===== config.mk =====
export PLATFORM = sky130hd
export DESIGN_NAME = seq_controller
export DESIGN_NICKNAME = d
export VERILOG_FILES = /design/src/rtl/y86_pkg.sv /design/src/rtl/seq_pc_select.sv /design/src/rtl/seq_controller.sv
export SDC_FILE = /design/constraint.sdc
export NUM_CORES = 1
export LEC_CHECK = 0
export CORE_ASPECT_RATIO = 2
export CORE_MARGIN = 5
export CORE_UTILIZATION = 43
export DETAILED_ROUTE_END_ITERATION = 8
export PLACE_DENSITY = 0.82
export SLEW_MARGIN = 20
export SYNTH_ARGS = -nofsm -noshare
export SYNTH_HDL_FRONTEND = slang
export SYNTH_SLANG_ARGS = --single-unit

===== constraint.sdc =====
create_clock -name clk -period 2.4 [get_ports clk]
set_input_delay 0.6 -clock clk [delete_from_list [all_inputs] [get_ports clk]]
set_output_delay 0.6 -clock clk [all_outputs]
set_load 0.03 [all_outputs]

===== src/rtl/y86_pkg.sv =====
// y86_pkg: shared definitions for the Y86-64 SEQ sequencer.
//   - icode constants (I_HALT .. I_POPQ)
//   - processor status encodings (STAT_AOK, STAT_HLT, STAT_ADR, STAT_INS)
//   - controller state enum (ST_PAUSE exists only when SEQ_STEP_EN is defined)
//   - is_mem_icode(): instructions that need the data-memory stage
package y86_pkg;

  localparam logic [3:0] I_HALT   = 4'h0;
  localparam logic [3:0] I_NOP    = 4'h1;
  localparam logic [3:0] I_RRMOVQ = 4'h2;
  localparam logic [3:0] I_IRMOVQ = 4'h3;
  localparam logic [3:0] I_RMMOVQ = 4'h4;
  localparam logic [3:0] I_MRMOVQ = 4'h5;
  localparam logic [3:0] I_OPQ    = 4'h6;
  localparam logic [3:0] I_JXX    = 4'h7;
  localparam logic [3:0] I_CALL   = 4'h8;
  localparam logic [3:0] I_RET    = 4'h9;
  localparam logic [3:0] I_PUSHQ  = 4'hA;
  localparam logic [3:0] I_POPQ   = 4'hB;

  localparam logic [2:0] STAT_AOK = 3'b001;
  localparam logic [2:0] STAT_HLT = 3'b010;
  localparam logic [2:0] STAT_ADR = 3'b011;
  localparam logic [2:0] STAT_INS = 3'b100;

  typedef enum logic [3:0] {
    ST_IDLE      = 4'd0,
    ST_FETCH     = 4'd1,
    ST_DECODE    = 4'd2,
    ST_EXECUTE   = 4'd3,
    ST_MEMORY    = 4'd4,
    ST_WRITEBACK = 4'd5,
    ST_PCUPD     = 4'd6,
`ifdef SEQ_STEP_EN
    ST_PAUSE     = 4'd8,
`endif
    ST_HALT      = 4'd7
  } seq_state_e;

  function automatic logic is_mem_icode(input logic [3:0] ic);
    return (ic == I_RMMOVQ) || (ic == I_MRMOVQ) || (ic == I_CALL) ||
           (ic == I_RET)    || (ic == I_PUSHQ)  || (ic == I_POPQ);
  endfunction

endpackage


===== src/rtl/seq_pc_select.sv =====
// seq_pc_select: combinational next-PC mux for the SEQ sequencer.
// Ports:
//   icode  in  4   instruction code of the retiring instruction
//   cnd    in  1   latched branch condition
//   valC   in  64  instruction constant (call / jump target)
//   valP   in  64  fall-through PC
//   valM   in  64  value read from memory (return address)
//   new_pc out 64  PC for the next instruction
module seq_pc_select
  import y86_pkg::*;
(
  input  logic [3:0]  icode,
  input  logic        cnd,
  input  logic [63:0] valC,
  input  logic [63:0] valP,
  input  logic [63:0] valM,
  output logic [63:0] new_pc
);

  always_comb begin
    new_pc = valP;
    case (icode)
      I_CALL:  new_pc = valC;
      I_JXX:   new_pc = cnd ? valC : valP;
      I_RET:   new_pc = valM;
      default: new_pc = valP;
    endcase
  end

endmodule


===== src/rtl/seq_controller.sv =====
// seq_controller: multi-cycle sequencer for the Y86-64 SEQ processor.
// Owns the architectural PC, steps the datapath one stage per state, waits on
// the data-memory handshake with a timeout, and latches the status code.
// Optional build macro: SEQ_STEP_EN adds a 'step' input and a PAUSE state
// entered after every PC update (single-step debug).
// Ports:
//   clk          in   1   system clock, rising edge
//   rst_n        in   1   asynchronous active-low reset
//   start        in   1   pulse, leaves IDLE
//   step         in   1   (SEQ_STEP_EN only) pulse, leaves PAUSE
//   icode        in   4   instruction code, valid at end of FETCH
//   f_stat       in   3   fetch status, valid at end of FETCH
//   cnd          in   1   condition result, valid at end of EXECUTE
//   valC/P/M     in   64  constant, fall-through PC, memory read value
//   mem_ack      in   1   data memory done
//   mem_err      in   1   data memory address error (qualified by mem_ack)
//   pc           out  64  current PC
//   f/d/e/m/w_en out  1   one-hot stage enables
//   mem_req      out  1   data memory request
//   stat         out  3   processor status
//   busy         out  1   sequencing an instruction
//   halted       out  1   in HALT
//   instr_count  out  32  retired instruction count (wraps)
//
// state     | meaning
// IDLE      | waiting for start
// FETCH     | f_en, sample f_stat and icode
// DECODE    | d_en
// EXECUTE   | e_en, latch cnd, pick MEMORY or WRITEBACK
// MEMORY    | m_en + mem_req until mem_ack or timeout
// WRITEBACK | w_en
// PCUPD     | commit next PC, count instruction
// PAUSE     | (SEQ_STEP_EN) wait for step
// HALT      | sticky until reset
module seq_controller
  import y86_pkg::*;
#(
  parameter logic [63:0] RESET_PC    = 64'd0,
  parameter int          MEM_TIMEOUT = 15
) (
  input  logic        clk,
  input  logic        rst_n,
  input  logic        start,
`ifdef SEQ_STEP_EN
  input  logic        step,
`endif
  input  logic [3:0]  icode,
  input  logic [2:0]  f_stat,
  input  logic        cnd,
  input  logic [63:0] valC,
  input  logic [63:0] valP,
  input  logic [63:0] valM,
  input  logic        mem_ack,
  input  logic        mem_err,
  output logic [63:0] pc,
  output logic        f_en,
  output logic        d_en,
  output logic        e_en,
  output logic        m_en,
  output logic        w_en,
  output logic        mem_req,
  output logic [2:0]  stat,
  output logic        busy,
  output logic        halted,
  output logic [31:0] instr_count
);

  // Down-counter holds the MEMORY cycles still allowed after the current one;
  // reaching zero without an ack in the same cycle is the timeout.
  localparam int WAIT_W = (MEM_TIMEOUT > 1) ? $clog2(MEM_TIMEOUT) : 1;
  localparam logic [WAIT_W-1:0] WAIT_LOAD = WAIT_W'(MEM_TIMEOUT - 1);

  seq_state_e        state_q, state_d;
  logic [WAIT_W-1:0] wait_q;
  logic [3:0]        icode_q;
  logic              cnd_q;
  logic [63:0]       new_pc;
  logic              fetch_fault;
  logic              mem_fault;

  seq_pc_select u_pc_select (
    .icode  (icode_q),
    .cnd    (cnd_q),
    .valC   (valC),
    .valP   (valP),
    .valM   (valM),
    .new_pc (new_pc)
  );

  assign fetch_fault = (state_q == ST_FETCH) && (f_stat != STAT_AOK);
  // An ack in the last allowed cycle wins over the timeout.
  assign mem_fault   = (state_q == ST_MEMORY) &&
                       ((mem_ack && mem_err) || (!mem_ack && (wait_q == '0)));

  always_ff @(posedge clk or negedge rst_n) begin
    if (!rst_n) state_q <= ST_IDLE;
    else        state_q <= state_d;
  end

  always_comb begin
    state_d = state_q;
    f_en    = 1'b0;
    d_en    = 1'b0;
    e_en    = 1'b0;
    m_en    = 1'b0;
    w_en    = 1'b0;
    mem_req = 1'b0;
    busy    = 1'b1;
    halted  = 1'b0;
    case (state_q)
      ST_IDLE: begin
        busy = 1'b0;
        if (start) state_d = ST_FETCH;
      end
      ST_FETCH: begin
        f_en    = 1'b1;
        state_d = fetch_fault ? ST_HALT : ST_DECODE;
      end
      ST_DECODE: begin
        d_en    = 1'b1;
        state_d = ST_EXECUTE;
      end
      ST_EXECUTE: begin
        e_en    = 1'b1;
        state_d = is_mem_icode(icode_q) ? ST_MEMORY : ST_WRITEBACK;
      end
      ST_MEMORY: begin
        m_en    = 1'b1;
        mem_req = 1'b1;
        if (mem_fault)    state_d = ST_HALT;
        else if (mem_ack) state_d = ST_WRITEBACK;
      end
      ST_WRITEBACK: begin
        w_en    = 1'b1;
        state_d = ST_PCUPD;
      end
      ST_PCUPD: begin
`ifdef SEQ_STEP_EN
        state_d = ST_PAUSE;
`else
        state_d = ST_FETCH;
`endif
      end
`ifdef SEQ_STEP_EN
      ST_PAUSE: begin
        busy = 1'b0;
        if (step) state_d = ST_FETCH;
      end
`endif
      ST_HALT: begin
        busy   = 1'b0;
        halted = 1'b1;
      end
      default: begin
        busy    = 1'b0;
        state_d = ST_IDLE;
      end
    endcase
  end

  // icode is only guaranteed at the end of FETCH, but it steers the
  // EXECUTE branch and the PCUPD mux, so it is held locally.
  always_ff @(posedge clk or negedge rst_n) begin
    if (!rst_n) begin
      icode_q <= I_HALT;
      cnd_q   <= 1'b0;
      wait_q  <= WAIT_LOAD;
    end else begin
      if (state_q == ST_FETCH)   icode_q <= icode;
      if (state_q == ST_EXECUTE) begin
        cnd_q  <= cnd;
        wait_q <= WAIT_LOAD;
      end else if ((state_q == ST_MEMORY) && (wait_q != '0)) begin
        wait_q <= wait_q - WAIT_W'(1);
      end
    end
  end

  always_ff @(posedge clk or negedge rst_n) begin
    if (!rst_n) begin
      pc          <= RESET_PC;
      stat        <= STAT_AOK;
      instr_count <= 32'd0;
    end else begin
      if (fetch_fault)    stat <= f_stat;
      else if (mem_fault) stat <= STAT_ADR;
      if (state_q == ST_PCUPD) begin
        pc          <= new_pc;
        instr_count <= instr_count + 32'd1;
      end
    end
  end

endmodule


; After elaboration in Yosys (flattened, before gate mapping)
; Index checks and enable logic that the tools add are counted.
[word_totals]
latchBits = 0
regBits = 112
mem_bits_ro = 0
word_cells = 65
inputBits = 205
n_memories = 0
ramBits = 0
[classes]
n_reduce_logical = 19
n_bitwise = 1
n_mux = 19
eq_ne = 17
addsub = 2
n_mul = 0
n_shift = 0
order_cmp = 0
n_div = 0
[ops]
columns = op, count
row1 = one-hot mux 64 bit (3 select lines), 1
row2 = two-way mux 64 bit, 1
row3 = adder 32 x 1 -> 32 bit (second input constant), 1
row4 = one-hot mux 4 bit (8 select lines), 1
row5 = equality test 4 x 3 -> 1 bit (second input constant), 7
row6 = two-way mux 4 bit, 5
row7 = equality test 4 bit (second input constant), 4
row8 = two-way mux 3 bit, 3
row9 = equality test 4 x 2 -> 1 bit (second input constant), 2
row10 = zero test 4 bit, 2
row11 = two-way mux 1 bit, 8
row12 = logical OR 1 bit, 6
row13 = OR reduction 6 bit, 1
row14 = logical AND 1 bit, 5
row15 = equality test 4 x 1 -> 1 bit (second input constant), 1
row16 = nonzero test 2 bit, 2
row17 = nonzero test 4 bit, 1
row18 = subtractor 4 x 1 -> 4 bit (second input constant), 1
row19 = != test 3 x 1 -> 1 bit (second input constant), 1
row20 = != test 3 bit (second input constant), 1
row21 = AND reduction 3 bit, 1
row22 = != test 2 bit (second input constant), 1
row23 = zero test 1 bit, 1
row24 = NOT 1 bit, 1

; Depth between registers and ports, before layout
[depth]
word_depth = 8
ltp_mapped = 7

; Modules after synthesis
; Synthesis repeated with hierarchy kept, for this count alone.
[hier_totals]
hier_cells = 799
area_unflattened_um2 = 7109.3
[by_module_without_submodules]
columns = mod, instances, area_each_um2, cells_per_inst, seq_area_each_um2
row1 = seq_controller, 1, 4764.6, 490, 2782.7
row2 = seq_pc_select, 1, 2344.7, 309, 0.0

; Least setup slack after synthesis
; Ideal clock, no wire load.
[synth_timing]
kind = register to output
start = register state_q[1]
end = output d_en
t_arrival_ps = 1475
stages_incl_launch_ff = 3
slack_ps = 325
required_time_ps = 1800
n_path_buf = 1
path_cell_list = dfrtp_1 -> clkbuf_1 -> nor3b_1
[synth_between]
elab_chain_cells = 2
[synth_lines]
columns = item, line_no
row1 = start: declaration, seq_controller.sv:73  ; seq_state_e state_q, state_d;
row2 = start signal: assignment, seq_controller.sv:97  ; else state_q <= state_d;
row3 = equality test 4 x 2 -> 1 bit, seq_controller.sv:110  ; case (state_q)
row4 = two-way mux 1 bit, seq_controller.sv:110
row5 = end: declaration, seq_controller.sv:57  ; output logic d_en,
; No other way between the ends.

; Worst setup path after layout
[layout_timing]
start = register state_q[2]
end = output e_en
[layout_between]
elab_chain_cells = 2
[layout_lines]
columns = item, line_no
row1 = equality test 4 x 2 -> 1 bit, seq_controller.sv:110
row2 = two-way mux 1 bit, seq_controller.sv:110
row3 = end: declaration, seq_controller.sv:58  ; output logic e_en,
; No other way between the ends.

==> out/metrics.cfg <==
[run_status]
result_of_the_run = complete, no violations

[die]
floorplan.die_area_um2 = 18800
rows = 65
ios = 312
die_w_um = 99.6
initial_core_util_pct = 43.7
core_area_um2 = 15800
die-height_um = 189

[timing]
finClkSkew_ps = 11.9
pin_slew_with_the_least_headroom_to_its_limit_ps = 595
setup_repair_after_global_routing_missed_its_margin = no
drv_slew = 0
finalSetupViolCount = 0
post-route-period-util_pct = 94.4
period_needed_ps = 2270
fin_setup_tns_ps = 0
number_of_hold_violations_in_the_final_report = 0
timing.fmax_mhz = 441
worst_slew_margin_rel_pct = 60.3

[clock_tree]
clock-root-buffer = sky130_fd_sc_hd__clkbuf_16
post_cts_buffers = 0
max-clock-path-buffers = 2
clock_sink_count = 111
tritoncts.num_buffers = 9
cts-htree-levels = 3
clock_tree_from_tritoncts = yes
clock_pin_slew_worst_setup_and_hold_paths_ps = 80
insertion_delay_ps = 350

[placed_design]
place_congestion = 0.936
detailed_place.area_um2 = 10200
dp_cells = 1189
io_buffer_count = 311
place.detailed.hpwl_um = 18900

[worst_setup_path]
timing.critical_path.required_ps = 1800
path_common_cell = sky130_fd_sc_hd__inv_1
worstSetupPathType = flop to primary output
timing.critical_path.slowest_cell_delay_ps = 490
timing.critical_path.arrival_ps = 1670
critical_path.endpoint_type = primary output
timing.critical_path.slowest_stage_cell = sky130_fd_sc_hd__dfrtp_1
critical_path_buf_inv_count = 3
crit_chain = inv_1, nand3_1, inv_1, dlygate4sd2_1
startpoint_type = flop
worst_path_dominant_cell_family = buffers and inverters
critPathMaxFanout = 10

[layout]
layout-drive-gt1-share_pct = 12.2
fin_cells = 1206
final_design_area_no_fill_um2 = 10500
fillers = 1295
number_of_nets_at_the_end_of_the_flow = 1207
area_delta_synth_final_pct = 52.4
most-common-layout-cells = sky130_fd_sc_hd__clkdlybuf4s50_1, sky130_fd_sc_hd__dfrtp_1, sky130_fd_sc_hd__nand2_1
most_frequent_standard_cell_in_the_layout_excluding_fill_and_tap_cells = sky130_fd_sc_hd__clkdlybuf4s50_1

[pwr]
cellPowerDensity_nw_per_um2 = 1110
total_leakage_power_nw = 3.97
peakVddDrop_uv = 864

[routing]
drtAntennaViolNets = 0
drt-wirelength-per-cell_um = 21.0
drt-initial-drc-count = 218
post-route-drc-count = 0
dr_total_vias = 6890
detail_route.first_pass.iterations = 4
vias_per_cell = 5.71
routed_wl_um = 25300

[logic_synthesis]
synth-async-reset-ratio_pct = 100
synth-warning-count = 0
synth_top_flop_cell = sky130_fd_sc_hd__dfrtp_1
synthDistinctLibCells = 45
synth_enable_flop_cells = 0
synth.yosys.seq_area_share_pct = 40.3
post_synth_instance_area_um2 = 6900
netlist_instances = 715
syn_nets = 923
synth.avg_cell_area_um2 = 9.65
yosys_register_bits = 111

[min_path]
hold_path.class = input pin to asynchronous set/reset pin

[global_routing]
grt_use_total_pct = 26.2
grt_use_met2_pct = 47.1
antenna_found_initial = 1
gr-max-usage-layer = met2
overflow = 0
number_of_global_route_vias_before_repair = 7109
grtUsageMet3_pct = 4.06
grt_util_met1_pct = 29.8
grt_start_max_net_pins = 65
grt_pass1_wl_um = 38900

[run]
drv.max_cap_violation_count = 0

final cells by class:
type	count	area (um^2)	share of cell area (%)
multi-input cells	533	3740	35.6
repair buffers	333	3380	32.1
flip-flops and latches	111	2790	26.5
well taps	201	251	2.39
clock buffers	10	239	2.27
clock inverters	6	76.3	0.726
inverters	11	41.3	0.393
diodes	1	2.50	0.0238
worst reg2reg max path, stage by stage, from the launching register on:
cell and delay, ps:
sky130_fd_sc_hd__dfrtp_1 420, sky130_fd_sc_hd__nand4b_1 360, sky130_fd_sc_hd__buf_4 360, sky130_fd_sc_hd__nand2_2 110
sky130_fd_sc_hd__buf_4 350, sky130_fd_sc_hd__o21ai_0 140, sky130_fd_sc_hd__o21ai_0 200
stage by stage:
step           hold slack (ps)  power [W]  utilization, %  setup slack (ps)
2_1_floorplan              304    0.00743               -               325
5_1_grt                    106     0.0124            66.7              7.54
4_1_cts                   97.3     0.0117            66.6               110
3_3_place_gp               466     0.0100            64.7               205
6_report                   101     0.0117            66.7               133
3_5_place_dp               471     0.0102            64.7               175
power by group:
group	internal (W)	switching [W]	total [W]
clock	0.000857	0.000740	0.00160
sequential	0.00260	0.000513	0.00311
combinational	0.00277	0.00419	0.00696
total	0.00623	0.00544	0.0117
synth_stat cells (2+ instances only):
master / number / area, um^2
sky130_fd_sc_hd__a2111oi_0: 3 / 26.3
sky130_fd_sc_hd__a2111oi_2: 61 / 916
sky130_fd_sc_hd__and2_1: 67 / 419
sky130_fd_sc_hd__and3_1: 8 / 50.1
sky130_fd_sc_hd__buf_2: 11 / 55.1
sky130_fd_sc_hd__buf_4: 2 / 15.0
sky130_fd_sc_hd__buf_6: 13 / 146
sky130_fd_sc_hd__clkbuf_1: 33 / 124
sky130_fd_sc_hd__dfrtp_1: 107 / 2680
sky130_fd_sc_hd__dfstp_2: 4 / 105
sky130_fd_sc_hd__ha_1: 3 / 37.5
sky130_fd_sc_hd__inv_1: 11 / 41.3
sky130_fd_sc_hd__mux2_2: 3 / 33.8
sky130_fd_sc_hd__nand2_1: 85 / 319
sky130_fd_sc_hd__nand3_1: 17 / 85.1
sky130_fd_sc_hd__nand4_1: 14 / 87.6
sky130_fd_sc_hd__nor2_1: 6 / 22.5
sky130_fd_sc_hd__nor3_1: 5 / 25.0
sky130_fd_sc_hd__nor3b_1: 66 / 495
sky130_fd_sc_hd__nor3b_2: 2 / 25.0
sky130_fd_sc_hd__nor4_1: 3 / 18.8
sky130_fd_sc_hd__o21a_1: 2 / 15.0
sky130_fd_sc_hd__o21ai_0: 74 / 370
sky130_fd_sc_hd__o21ai_1: 61 / 305
sky130_fd_sc_hd__or3b_2: 2 / 17.5
sky130_fd_sc_hd__xnor2_1: 29 / 254
sky130_fd_sc_hd__xor2_1: 5 / 43.8
final timing paths:
path                                         from                  to  slack, ps  cells past startpoint
setup / recovery           state_q[2]$_DFFE_PN0P_                e_en        130                      4
hold / removal                              rst_n  pc[29]$_DFFE_PN0P_        100                      1
max in group asynchronous                   rst_n  pc[48]$_DFFE_PN0P_       1710                      2
min in group clk               pc[13]$_DFFE_PN0P_  pc[13]$_DFFE_PN0P_        480                      2
hold reg to reg                pc[13]$_DFFE_PN0P_  pc[13]$_DFFE_PN0P_        480                      2
setup reg to reg           icode_q[3]$_DFFE_PN0P_  pc[11]$_DFFE_PN0P_        380                      6
cell families (layout without fill, tap and decap cells):
kind of cell    after synthesis  in the layout  synth area share [%]
other cells                   0              1                     0
compound gates              210            210                  24.9
fa+ha+maj                     3              3                 0.544
xor+xnor                     34             34                  4.31
mux                           3              3                 0.489
flops                       111            111                  40.3
simple gates                283            283                  23.9
buf+inv                      71            360                  5.58
flip-flops by register name (all words and copies together) (netlist names):
name / flops
wait_q: 4
instr_count: 32
icode_q: 4
stat: 3
cnd_q: 1
state_q: 3
pc: 64
timing repair:
action	in CTS	in global routing
hold buffers	0	0
resized for setup	9	0
setup endpoints to repair	7	0
hold endpoints to repair	0	0
per-layer routing:
metal  vias to the layer above  part of all wire (%)
met5                         -                     0
met4                         0                   5.1
met3                        68                   5.8
met2                       291                    53
met1                      3362                    36
li1                       3169                     -
(Power assumes the default switching activity.)
